--- config.mk ---
export PLATFORM = sky130hd
export DESIGN_NAME = ppu_cpu_port
export DESIGN_NICKNAME = d
export VERILOG_FILES = /design/src/rtl/ppu_cpu_port.sv
export SDC_FILE = /design/constraint.sdc
export NUM_CORES = 1
export LEC_CHECK = 0
export CAP_MARGIN = 5
export CORE_MARGIN = 8
export CORE_UTILIZATION = 49
export DETAILED_ROUTE_END_ITERATION = 10
export HOLD_SLACK_MARGIN = 0.06
export PLACE_DENSITY = 0.8
export SLEW_MARGIN = 5
export SYNTH_ARGS = -nofsm -noshare
export SYNTH_HDL_FRONTEND = slang
export SYNTH_SLANG_ARGS = --single-unit
--- constraint.sdc ---
create_clock -name CLK -period 2.2 [get_ports CLK]
set_input_delay 0.44 -clock CLK [delete_from_list [all_inputs] [get_ports CLK]]
set_output_delay 0.44 -clock CLK [all_outputs]
set_load 0.01 [all_outputs]
--- src/rtl/ppu_cpu_port.sv ---
// ppu_cpu_port: PPU CPU register window ($2000-$2007), loopy scroll state, $2007 VRAM req/ack, OAM port, NMI.
// Optional open-bus decay of the io latch is enabled by defining OPEN_BUS_DECAY_EN.
module ppu_cpu_port #(
    parameter int VRAM_AW = 14,
    parameter int OAM_AW = 8,
    parameter logic [VRAM_AW-1:0] PAL_BASE = 'h3F00,
    parameter int DECAY_CYCLES = 5000000
) (
    input  logic               CLK,
    input  logic               RST,
    input  logic               CS,
    input  logic               RW,
    input  logic [2:0]         CPU_A,
    input  logic [7:0]         CPU_DI,
    output logic [7:0]         CPU_DO,
    output logic               RD_VALID,
    output logic               BUSY,
    output logic               INT,
    input  logic               vblank_set,
    input  logic               vblank_clr,
    input  logic               spr0_hit,
    input  logic               spr_ovf,
    input  logic               hcopy,
    input  logic               vcopy,
    output logic               vram_req,
    output logic               vram_we,
    output logic [VRAM_AW-1:0] vram_addr,
    output logic [7:0]         vram_wdata,
    input  logic               vram_ack,
    input  logic [7:0]         vram_rdata,
    output logic [OAM_AW-1:0]  oam_addr,
    output logic               oam_we,
    output logic [7:0]         oam_wdata,
    input  logic [7:0]         oam_rdata,
    output logic [7:0]         ctrl_o,
    output logic [7:0]         mask_o,
    output logic [14:0]        v_o,
    output logic [14:0]        t_o,
    output logic [2:0]         x_o
);
    typedef enum logic {IDLE, REQ} state_t;
    state_t state_q, state_d;
    logic [7:0] ctrl_q, ctrl_d, mask_q, mask_d, buf_q, buf_d, io_q, io_d, do_q, do_d, wdata_q, wdata_d, rd_data;
    logic [OAM_AW-1:0] oam_q, oam_d;
    logic [14:0] v_q, v_d, t_q, t_d;
    logic [2:0] x_q, x_d;
    logic [VRAM_AW-1:0] addr_q, addr_d;
    logic w_q, w_d, vbl_q, vbl_d, rdv_q, rdv_d, int_q, we_q, we_d, pal_q, pal_d;
    logic wr, rd, busy, pal_now, decay;
    assign wr = CS & ~RW;
    assign rd = CS & RW;
    assign busy = state_q == REQ;
    assign pal_now = v_q[VRAM_AW-1:0] >= PAL_BASE;
    assign rd_data = CPU_A == 3'd2 ? {vbl_q, spr0_hit, spr_ovf, io_q[4:0]} :
                     CPU_A == 3'd4 ? oam_rdata : CPU_A == 3'd7 ? buf_q : io_q;
`ifdef OPEN_BUS_DECAY_EN
    localparam int CW = $clog2(DECAY_CYCLES + 1);
    logic [CW-1:0] dec_q;
    always_ff @(posedge CLK) begin
        if (RST || CS) dec_q <= '0;
        else if (dec_q != CW'(DECAY_CYCLES)) dec_q <= dec_q + 1'b1;
    end
    assign decay = !CS && dec_q == CW'(DECAY_CYCLES - 1);
`else
    assign decay = 1'b0;
`endif
    always_comb begin
        state_d = state_q;
        ctrl_d = ctrl_q;
        mask_d = mask_q;
        buf_d = buf_q;
        io_d = decay ? 8'h00 : io_q;
        do_d = do_q;
        wdata_d = wdata_q;
        oam_d = oam_q;
        v_d = v_q;
        t_d = t_q;
        x_d = x_q;
        addr_d = addr_q;
        w_d = w_q;
        we_d = we_q;
        pal_d = pal_q;
        rdv_d = 1'b0;
        vbl_d = vblank_clr ? 1'b0 : vblank_set ? 1'b1 : vbl_q;
        if (busy && vram_ack) v_d = v_q + (ctrl_q[2] ? 15'd32 : 15'd1);
        if (hcopy) {v_d[10], v_d[4:0]} = {t_q[10], t_q[4:0]};
        if (vcopy) {v_d[14:11], v_d[9:5]} = {t_q[14:11], t_q[9:5]};
        if (rd && !(CPU_A == 3'd7 && (busy || pal_now))) begin
            do_d = rd_data;
            rdv_d = 1'b1;
            io_d = rd_data;
        end
        if (wr && !(CPU_A == 3'd7 && busy)) io_d = CPU_DI;
        if (rd && CPU_A == 3'd2) begin
            vbl_d = 1'b0;
            w_d = 1'b0;
        end
        if (wr) begin
            case (CPU_A)
                3'd0: begin
                    ctrl_d = CPU_DI;
                    t_d[11:10] = CPU_DI[1:0];
                end
                3'd1: mask_d = CPU_DI;
                3'd3: oam_d = OAM_AW'(CPU_DI);
                3'd4: oam_d = oam_q + 1'b1;
                3'd5: begin
                    if (!w_q) {t_d[4:0], x_d} = CPU_DI;
                    else {t_d[9:5], t_d[14:12]} = CPU_DI;
                    w_d = ~w_q;
                end
                3'd6: begin
                    if (!w_q) t_d[14:8] = {1'b0, CPU_DI[5:0]};
                    else begin
                        t_d[7:0] = CPU_DI;
                        v_d = {t_q[14:8], CPU_DI};
                    end
                    w_d = ~w_q;
                end
                default: ;
            endcase
        end
        if (!busy && CS && CPU_A == 3'd7) begin
            state_d = REQ;
            we_d = ~RW;
            addr_d = v_q[VRAM_AW-1:0];
            wdata_d = CPU_DI;
            pal_d = RW & pal_now;
        end
        if (busy && vram_ack) begin
            state_d = IDLE;
            buf_d = we_q ? buf_q : vram_rdata;
            // palette reads skip the buffer delay and answer straight from memory
            if (!we_q && pal_q) begin
                do_d = vram_rdata;
                rdv_d = 1'b1;
                io_d = vram_rdata;
            end
        end
    end
    always_ff @(posedge CLK) begin
        if (RST) begin
            state_q <= IDLE;
            ctrl_q <= '0;
            mask_q <= '0;
            buf_q <= '0;
            io_q <= '0;
            do_q <= '0;
            wdata_q <= '0;
            oam_q <= '0;
            v_q <= '0;
            t_q <= '0;
            x_q <= '0;
            addr_q <= '0;
            w_q <= 1'b0;
            we_q <= 1'b0;
            pal_q <= 1'b0;
            rdv_q <= 1'b0;
            vbl_q <= 1'b0;
            int_q <= 1'b1;
        end else begin
            state_q <= state_d;
            ctrl_q <= ctrl_d;
            mask_q <= mask_d;
            buf_q <= buf_d;
            io_q <= io_d;
            do_q <= do_d;
            wdata_q <= wdata_d;
            oam_q <= oam_d;
            v_q <= v_d;
            t_q <= t_d;
            x_q <= x_d;
            addr_q <= addr_d;
            w_q <= w_d;
            we_q <= we_d;
            pal_q <= pal_d;
            rdv_q <= rdv_d;
            vbl_q <= vbl_d;
            int_q <= ~(ctrl_d[7] & vbl_d);
        end
    end
    assign CPU_DO = do_q;
    assign RD_VALID = rdv_q;
    assign BUSY = busy;
    assign INT = int_q;
    assign vram_req = busy;
    assign vram_we = we_q;
    assign vram_addr = addr_q;
    assign vram_wdata = wdata_q;
    assign oam_addr = oam_q;
    assign oam_we = wr && CPU_A == 3'd4 && !RST;
    assign oam_wdata = CPU_DI;
    assign ctrl_o = ctrl_q;
    assign mask_o = mask_q;
    assign v_o = v_q;
    assign t_o = t_q;
    assign x_o = x_q;
endmodule

==> metrics.md, run 1 <==
| Metric | Value |
|---|---|
| Final ANT Viol Nets | 0 |
| Die width | approximately 120 um |
| H-tree levels | 3 |
| Area Growth Syn to Fin | 37.8% |
| Final Util | between 60% and 70% |
| Worst vdd ir | 0.336 mV |
| Most frequent cells in the layout | 136 x clkdlybuf4s50_1, 110 x nand2_1, 109 x dfxtp_1 |
| Pleak | 0.00267 uW |
| Yosys reg bits | 110 |
| Clock Power Share | 32.1% |
| FMAX | 475 MHz |
| TritonCTS Buffers | 9 |
| Vias in the first global route | approximately 5700 |
| Clk_lat worst skew | 380 ps |
| Die area | around 15000 sq um |
| Initial antenna violation count | 0 |
| Seq pwr share | between 50% and 60% |
| Hold Slack | 460 ps |
| Psw | 1120 uW |
| Global route overflow | 0 |
| Proportion of power drawn by combinational gates | 15.8% |
| Clock Path Buffers | 2 |
| Run status | complete, no violations |
| Clk root buf | clkbuf_8 |
| Critical Path Source Type | input port |
| Nets | 877 |
| P per Cell Area | 542 nW/um^2 |
| Layout cell share with drive strength beyond 1 | between 10% and 20% |
| Routed WL | 17800 um |
| Int Pwr | 2900 uW |
| WP data required | approximately 2500 ps |
| Final period utilization | 95.6% |
| PortBufs | around 140 |
| IO Pins | 139 |
| Cells after Synth | 682 |
| Rows | 38 |
| Core area | 10800 sq um |
| EDFF count, synth | 0 |
| Largest net degree at the start of global routing | 64 |
| Critical Path AT | 2370 ps |
| Post-synthesis cell type count | between 50 and 60 |
| CP endpoint kind | flop |
| Switching portion of total power | between 20% and 30% |
| Drt first-iter violations | between 400 and 500 |
| Sequential element share of the synthesized area | 40.9% |
| Setup violators final | 0 |
| Hpwl dp | roughly 13000 um |
| Layout Cells excl Fill | 980 |
| Power, Total | approximately 4000 uW |
| Most common cell after layout, fill and taps aside | clkdlybuf4s50_1 |
| Placed cell count | about 960 |
| Avg Inst Size Synth | approximately 7.9 sq um |
| First-pass GRT wire length | 28300 um |
| DRC viols | 0 |
| Worst Hold Class | reg2reg |
| N_diodes | 0 |
| Clock Sinks | 110 |
| Actual slew at the worst max-slew pin | 554 ps |
| Synth Net Count | roughly 720 |
| DIE HEIGHT | roughly 120 um |
| Fin. max-slew vios | 0 |
| Final RePlAce weighted congestion | 0.961 |
| Total number of vias | about 5700 |
| DR WL/cell | about 18 um |
| Setup Skew | 9.03 ps |
| Top FF cell, synth | dfxtp_1 |
| Initial Utilization | 49.8% |
| CTS tree | yes |
| Worst setup path class | in2reg |
| Gr usage total | 23.9% |
| Setup TNS | 0 ps |
| Critical path fanouts, max | 33 |
| Mapped cell area | roughly 5400 sq um |
| Synth warnings | 0 |
| Max Cap Viol | 0 |
| Tmin final | 2100 ps |
| Via-to-Cell Ratio | 5.84 |
| # hold bufs at CTS | 0 |
| Worst slew margin | a little over three fifths |
| Clock-pin slew on the worst setup and hold paths | around 100 ps |
| Final hold vios | 0 |
| Async S/R FF share, synth | 0% |
| Drt pass-1 iters | 5 |
[sequential cells by signal, summed over array words and instances (netlist names), 3 cells and up]
| name | flops |
|---|---|
| t_o | 15 |
| oam_addr | 8 |
| CPU_DO | 8 |
| io_q | 8 |
| mask_o | 8 |
| buf_q | 8 |
| vram_addr | 14 |
| vram_wdata | 8 |
| x_o | 3 |
| ctrl_o | 8 |
| v_o | 15 |
[cell families after synthesis]
| group | count (synthesis) | share of synthesized area [%] |
|---|---|---|
| AO/OA/AOI/OAI | 167 | 19.1 |
| XOR/XNOR | 11 | 1.79 |
| adder cells (fa/ha/maj) | 4 | 0.930 |
| buffers and inverters | 66 | 5.84 |
| flip-flops | 110 | 40.9 |
| multiplexers | 32 | 5.98 |
| AND/OR/NAND/NOR | 292 | 25.4 |
[power groups by stage]
stage / registers [uW] / logic [uW] / clock network (uW)
after floorplan: 2140 / 297 / 0
after global placement: 2130 / 605 / 0
after detailed placement: 2140 / 626 / 0
after CTS: 2090 / 630 / 1300
after global routing: 2100 / 685 / 1390
final: 2090 / 635 / 1290
[synthesized netlist by cell type, types with 7 or more instances]
cell type,instances,area share [%]
nand2b_1,9,1.0
a21oi_1,67,6.2
a311oi_1,10,1.6
a21o_1,7,0.98
nand3b_1,7,0.98
inv_1,7,0.49
buf_4,11,1.5
nor3_1,12,1.1
a31oi_1,8,0.93
dfxtp_1,110,41
mux2i_1,31,5.8
nor2b_1,16,1.9
xnor2_1,8,1.3
a211oi_1,12,1.7
and3_1,7,0.81
o21ai_0,30,2.8
buf_2,8,0.74
nor2_1,73,5.1
nand3_1,26,2.4
nand2_1,110,7.7
clkbuf_1,35,2.4
[critical path, stage by stage]
cell             delay [ps]
clkdlybuf4s50_1         420
buf_4                   250
and2_1                  230
a31oi_1                 470
buf_4                   280
nor2_1                   70
o21ai_0                 100
o22ai_1                  90
[per-stage QoR]
step / area (sq um) / worst slack, ps
6_report: 7410 / 95.7
5_1_grt: 7410 / -33.3
4_1_cts: 7400 / 64.2
3_5_place_dp: 7200 / -351
3_3_place_gp: 7200 / -354
2_1_floorplan: 5380 / 326
[what timing repair did]
action / CTS / global route
setup endpoints to repair: 3 / 2
setup buffers: 0 / 0
gates resized for setup: 5 / 3
[final timing paths]
| kind | from | end | slack (ps) | cells past startpoint |
|---|---|---|---|---|
| setup / recovery | CPU_A[1] | io_q[3] | 100 | 8 |
| hold / removal | vram_addr[10] | vram_addr[10] | 460 | 2 |
| setup reg to reg | ctrl_o[2] | v_o[12] | 180 | 7 |
| hold reg to reg | vram_addr[10] | vram_addr[10] | 460 | 2 |
[area by class of cell]
type | count | area, sq um
flip-flops and latches | 110 | 2200
fillers | 891 | 3380
repair buffers | 201 | 1920
inverters | 7 | 26.3
well taps | 140 | 175
clock inverters | 7 | 82.6
multi-input cells | 506 | 2880
clock buffers | 9 | 124
[per-layer routing]
layer / part of all wire (%) / up-vias / GRT usage (%) / wire, um
li1: - / 2701 / - / -
met1: 39 / 2666 / 28.6 / 7030
met2: 49 / 310 / 40.4 / 8640
met3: 8.8 / 50 / 4.15 / 1560
met4: 3.2 / 0 / 12.2 / 563
met5: 0 / - / 0 / 0
No activity file was read; power rests on OpenSTA's default activity.
==> run 2, diff against run 1 <==
--- a/config.mk
+++ b/config.mk
@@ -7,10 +7,9 @@
 export LEC_CHECK = 0
 export CAP_MARGIN = 5
 export CORE_MARGIN = 8
-export CORE_UTILIZATION = 49
+export CORE_UTILIZATION = 38
 export DETAILED_ROUTE_END_ITERATION = 10
 export HOLD_SLACK_MARGIN = 0.06
-export PLACE_DENSITY = 0.8
 export SLEW_MARGIN = 5
 export SYNTH_ARGS = -nofsm -noshare
 export SYNTH_HDL_FRONTEND = slang
==> run 2 against run 1 <==
- global-route usage shrank 4.7 points
- via count shrank 2.8%
- clock power grew 17%
- sequential share of layout area shrank 0.64 points
- cell count grew 4.8%
- power grew 5.6%
- highest routed layer unchanged
- largest cell class unchanged
- critical endpoint is now oam_we
- sequential power is essentially flat
==> metrics.md, run 2 (synthesized netlist as in run 1, its figures left out) <==
| Metric | Value |
|---|---|
| Total number of vias | 5566 |
| Vias in the first global route | 5305 |
| Initial Utilization | 38.8% |
| Core area | 13900 sq um |
| Multi-input logic area | 2870 sq um |
| Pleak | ~0.0027 uW |
| CP endpoint kind | output pin |
| Global route overflow | 0 |
| # hold bufs at CTS | 0 |
| Hold Slack | ~460 ps |
| Clk_lat worst skew | approximately 350 ps |
| Gr usage total | roughly a fifth |
| Hpwl dp | between 10000 and 15000 um |
| Drt first-iter violations | roughly 370 |
| Actual slew at the worst max-slew pin | slightly below 600 ps |
| Setup violators final | 0 |
| Worst Hold Class | reg2reg |
| Clock Power Share | 35.6% |
| CTS tree | yes |
| Post-DP Area | approximately 7300 sq um |
| Int Pwr | about 3100 uW |
| IO Pins | 139 |
| Setup TNS | 0 ps |
| P per Cell Area | 560 nW/um^2 |
| Final ANT Viol Nets | 0 |
| CP max stage delay | 470 ps |
| Seq pwr share | 49.4% |
| Routed WL | 17800 um |
| Most common cell after layout, fill and taps aside | clkdlybuf4s50_1 |
| RSZ-0062 raised after global routing | false |
| Die width | 135 um |
| Clk root buf | clkbuf_16 |
| Layout cell share with drive strength beyond 1 | 11.6% |
| FMAX | between 400 and 500 MHz |
| Die area | 18200 sq um |
| PortBufs | ~140 |
| Critical Path Source Type | input port |
| Via-to-Cell Ratio | 5.42 |
| WP data required | about 1800 ps |
| DR WL/cell | 17.4 um |
| FF-to-FF setup slack | 400 ps |
| Clock-pin slew on the worst setup and hold paths | 70 ps |
| Design area | 7570 sq um |
| Slowest-stage cell, CP | clkdlybuf4s50_1 |
| Critical Path AT | 1680 ps |
| Final hold vios | 0 |
| Switching portion of total power | 25.7% |
| N_diodes | 0 |
| Tmin final | between 2000 and 2500 ps |
| Most frequent cells in the layout | 136 x clkdlybuf4s50_1, 110 x nand2_1, 109 x dfxtp_1 |
| Drt pass-1 iters | 5 |
| First-pass GRT wire length | 28000 um |
| Clock Path Buffers | 2 |
| Final period utilization | 96.2% |
| Fin. max-slew vios | 0 |
| Psw | 1090 uW |
| # fillers | 1298 |
| Final Util | a little over half |
| DRC viols | 0 |
| Clock Sinks | 110 |
| Worst vdd ir | 0.368 mV |
| Max Cap Viol | 0 |
| Area Growth Syn to Fin | 40.8% |
| H-tree levels | 3 |
| Largest net degree at the start of global routing | 56 |
| Critical path fanouts, max | 2 |
| Rows | 43 |
| Final RePlAce weighted congestion | just over 0.9 |
| Register Area | between 2000 and 2500 sq um |
| Proportion of power drawn by combinational gates | 15.0% |
| DIE HEIGHT | 135 um |
| TritonCTS Buffers | 9 |
| Setup Skew | 8.11 ps |
| Worst path cell trace | clkdlybuf4s50_1 -> or3b_2 -> nor3_2 -> buf_2 |
| Initial antenna violation count | 0 |
| Worst slew margin | 61.3% |
| Worst setup path class | in2out |
| Run status | complete, no violations |
| Nets | 886 |
==> run 2: changes by cell type in the layout (fill, tap and decap cells not counted), sizes merged <==
cell	delta
buf	+9
bufinv	-1
clkbuf	+2
clkinv	+1
clkinvlp	-2
inv	-2
==> run 2: area by class of cell <==
type	count	area share [%]
inverters	7	0.347
clock inverters	3	0.297
repair buffers	210	26.1
flip-flops and latches	110	29.1
well taps	180	2.97
multi-input cells	506	37.9
clock buffers	11	3.20
==> run 2: metrics by stage <==
stage	setup slack [ps]	total power [uW]	instances
3_5_place_dp	-368	2770	1013
3_3_place_gp	-352	2760	1013
6_report	84.6	4240	1027
5_1_grt	33.1	4430	1027
2_1_floorplan	326	2440	682
4_1_cts	51.7	4280	1027
==> run 2: final timing paths <==
check	from	to	cells past startpoint
worst max-delay path	CPU_A[2]	oam_we	4
worst min-delay path	vram_addr[10]	vram_addr[10]	2
worst max register to register	ctrl_o[2]	v_o[7]	7
worst min register to register	vram_addr[10]	vram_addr[10]	2
==> run 2: power groups by stage <==
stage / Clock (uW) / Sequential [uW] / Combinational [uW]
global route: 1640 / 2100 / 691
detailed placement: 0 / 2140 / 636
CTS: 1550 / 2090 / 639
finish: 1510 / 2090 / 638
floorplan: 0 / 2140 / 297
global placement: 0 / 2140 / 625
==> run 2: what timing repair did <==
action                                  in CTS  in global routing
resized for setup                            5                  2
endpoints found under the setup margin       3                  2
endpoints found under the hold margin        0                  0
buffers inserted                             0                  0
==> run 2: critical path, delay by kind of cell <==
family / cells / cell delay (ps)
and+or+nand+nor: 2 / 620
buffers and inverters: 2 / 620
==> run 2: per-layer routing <==
layer / vias to the layer above / global-route usage [%] / routed length, um
met1: 2635 / 23.9 / 7930
met4: 0 / 8.33 / 505
met5: - / 0 / 0
met3: 29 / 4.12 / 1270
li1: 2707 / - / -
met2: 195 / 31.1 / 8120
==> run 3, diff against run 2 <==
--- a/config.mk
+++ b/config.mk
@@ -10,6 +10,8 @@
 export CORE_UTILIZATION = 38
 export DETAILED_ROUTE_END_ITERATION = 10
 export HOLD_SLACK_MARGIN = 0.06
+export MAX_ROUTING_LAYER = met4
+export PLACE_DENSITY = 0.68
 export SLEW_MARGIN = 5
 export SYNTH_ARGS = -nofsm -noshare
 export SYNTH_HDL_FRONTEND = slang
==> run 3 against run 2 <==
- wire length grew 1.3%
- design area rose by 0.64%
- global-route usage grew 0.85 points
- largest cell class unchanged
- cell count fell by 0.19%
- fmax is 2.5% lower
- highest routed layer unchanged
- sequential share of layout area shrank 0.19 points
- sequential power about the same
- via count is 0.86% lower
- core utilization rose by 0.35 points
- clock power increased by 14%
- sequential cell count unchanged
==> metrics.md, run 3 (synthesized netlist as in run 1, its figures left out) <==
| Metric | Value |
|---|---|
| Run status | complete, no violations |
| Gr usage total | 20.0% |
| Delay-heaviest family, CP | buffers and inverters |
| Hpwl dp | 12900 um |
| Final period utilization | just under 100% |
| Clk_lat worst skew | 360 ps |
| Via-to-Cell Ratio | 5.38 |
| Nets | roughly 880 |
| Worst setup path class | in2out |
| Initial Utilization | 38.8% |
| Setup Skew | 7.83 ps |
| Register Area | 2200 sq um |
| Cell depth of the worst min-delay path | 2 |
| Post-CTS setup repair buffer count | 0 |
| Layout Cells excl Fill | 1025 |
| Largest net degree at the start of global routing | 63 |
| # fillers | 1295 |
| Global route overflow | 0 |
| WP buf/inv | 2 |
| Vias in the first global route | 5385 |
| Pleak | 0.00277 uW |
| Pre-CTS setup slack | -552 ps |
| DR WL/cell | 17.6 um |
| Initial antenna violation count | 0 |
| Total number of vias | 5518 |
| Most common cell after layout, fill and taps aside | clkdlybuf4s50_1 |
| Multi-input logic area | 2890 sq um |
| FF-to-FF setup slack | 340 ps |
| RSZ-0062 raised after global routing | false |
| First-pass GRT wire length | 28200 um |
| Clock Path Buffers | 2 |
| Actual slew at the worst max-slew pin | between 400 and 500 ps |
| Worst vdd ir | 0.364 mV |
| Worst hold path startpoint | vram_addr[12] |
| # hold bufs at CTS | 0 |
| Worst slew margin | 70.3% |
| Worst path cell trace | clkdlybuf4s50_1 -> or3b_4 -> nor3_2 -> buf_2 |
| Area Growth Syn to Fin | 41.7% |
| Core area | 13900 sq um |
| PortBufs | 138 |
| N_diodes | 0 |
| CTS tree | yes |
| Rows | 43 |
| Final ANT Viol Nets | 0 |
| DRC viols | 0 |
| P per Cell Area | 585 nW/um^2 |
| Tmin final | 2170 ps |
| Critical path fanouts, max | 2 |
| Critical Path AT | 1730 ps |
| CP endpoint kind | output pin |
| Setup TNS | 0 ps |
| Final RePlAce weighted congestion | about 0.87 |
| Final hold vios | 0 |
| Routed WL | 18100 um |
| Die width | 135 um |
| Drt pass-1 iters | 6 |
| Die area | ~18000 sq um |
| H-tree levels | 3 |
| Clock Sinks | 110 |
| DIE HEIGHT | roughly 130 um |
| Post-route setup slack | slightly above 30 ps |
| Most frequent cells in the layout | 134 x clkdlybuf4s50_1, 110 x nand2_1, 109 x dfxtp_1 |
| R2r endpoint | v_o[7] |
| Worst Hold Class | reg2reg |
| Slowest-stage cell, CP | clkdlybuf4s50_1 |
| IO Pins | between 100 and 150 |
| Worst R2R Path Depth | 7 |
| Clock-pin slew on the worst setup and hold paths | approximately 80 ps |
| Critical Path Source Type | input port |
| CP max stage delay | roughly 500 ps |
| Max Cap Viol | 0 |
| Layout cell share with drive strength beyond 1 | 11.7% |
| Drt first-iter violations | 424 |
| Origin of the critical flop-to-flop path | ctrl_o[2] |
| FMAX | 461 MHz |
| Fin. max-slew vios | 0 |
| Placed cell count | approximately 1000 |
| Clk root buf | clkbuf_16 |
| TritonCTS Buffers | 9 |
| Setup violators final | 0 |
| WP data required | about 1800 ps |
| Hold endpoint | vram_addr[12] |
## run 3: what timing repair did
| item | 4_1_cts | 5_1_grt |
|---|---|---|
| pin swaps | 1 | 0 |
| gates resized for setup | 7 | 7 |
| setup endpoints to repair | 3 | 37 |
## run 3: metrics by stage
stage,total power [uW],instance area [sq um],util (%),hold slack [ps]
CTS,4480,7600,54.7,456
global placement,2760,7290,52.5,440
finish,4460,7620,54.9,456
global route,4620,7620,54.9,478
detailed placement,2770,7290,52.5,445
floorplan,2440,5380,-,445
## run 3: per-layer routing
metal	part of all wire, %	vias to the layer above	track usage [%]
li1	-	2709	-
met1	45	2583	25.2
met2	47	201	31.5
met3	6.4	25	3.64
met4	2.0	0	7.22
met5	0	-	-
## run 3: final cells by class
class | instances | area share, %
repair buffers | 206 | 25.9
clock buffers | 10 | 3.13
well taps | 180 | 2.95
flip-flops and latches | 110 | 28.9
multi-input cells | 506 | 37.8
inverters | 7 | 0.345
clock inverters | 6 | 0.903
## run 3: worst max-delay path by stage
| stage | startpoint | to | slack [ps] | cells past startpoint |
|---|---|---|---|---|
| CTS | CPU_A[2] | oam_we | 10 | 4 |
| global route | CPU_A[2] | oam_we | 5 | 4 |
| global placement | CPU_A[2] | oam_we | -560 | 4 |
| finish | CPU_A[2] | oam_we | 30 | 4 |
| floorplan | CPU_A[0] | oam_we | 330 | 3 |
| detailed placement | CPU_A[2] | oam_we | -550 | 4 |
## run 3: worst min-delay path, cell delays in order (launching register included)
cell     delay, ps
dfxtp_1        310
nand2_1         50
a21oi_1         50
## run 3: where the power goes
part	internal, uW	switching (uW)
clock network	922	801
logic	318	325
registers	2040	48.0
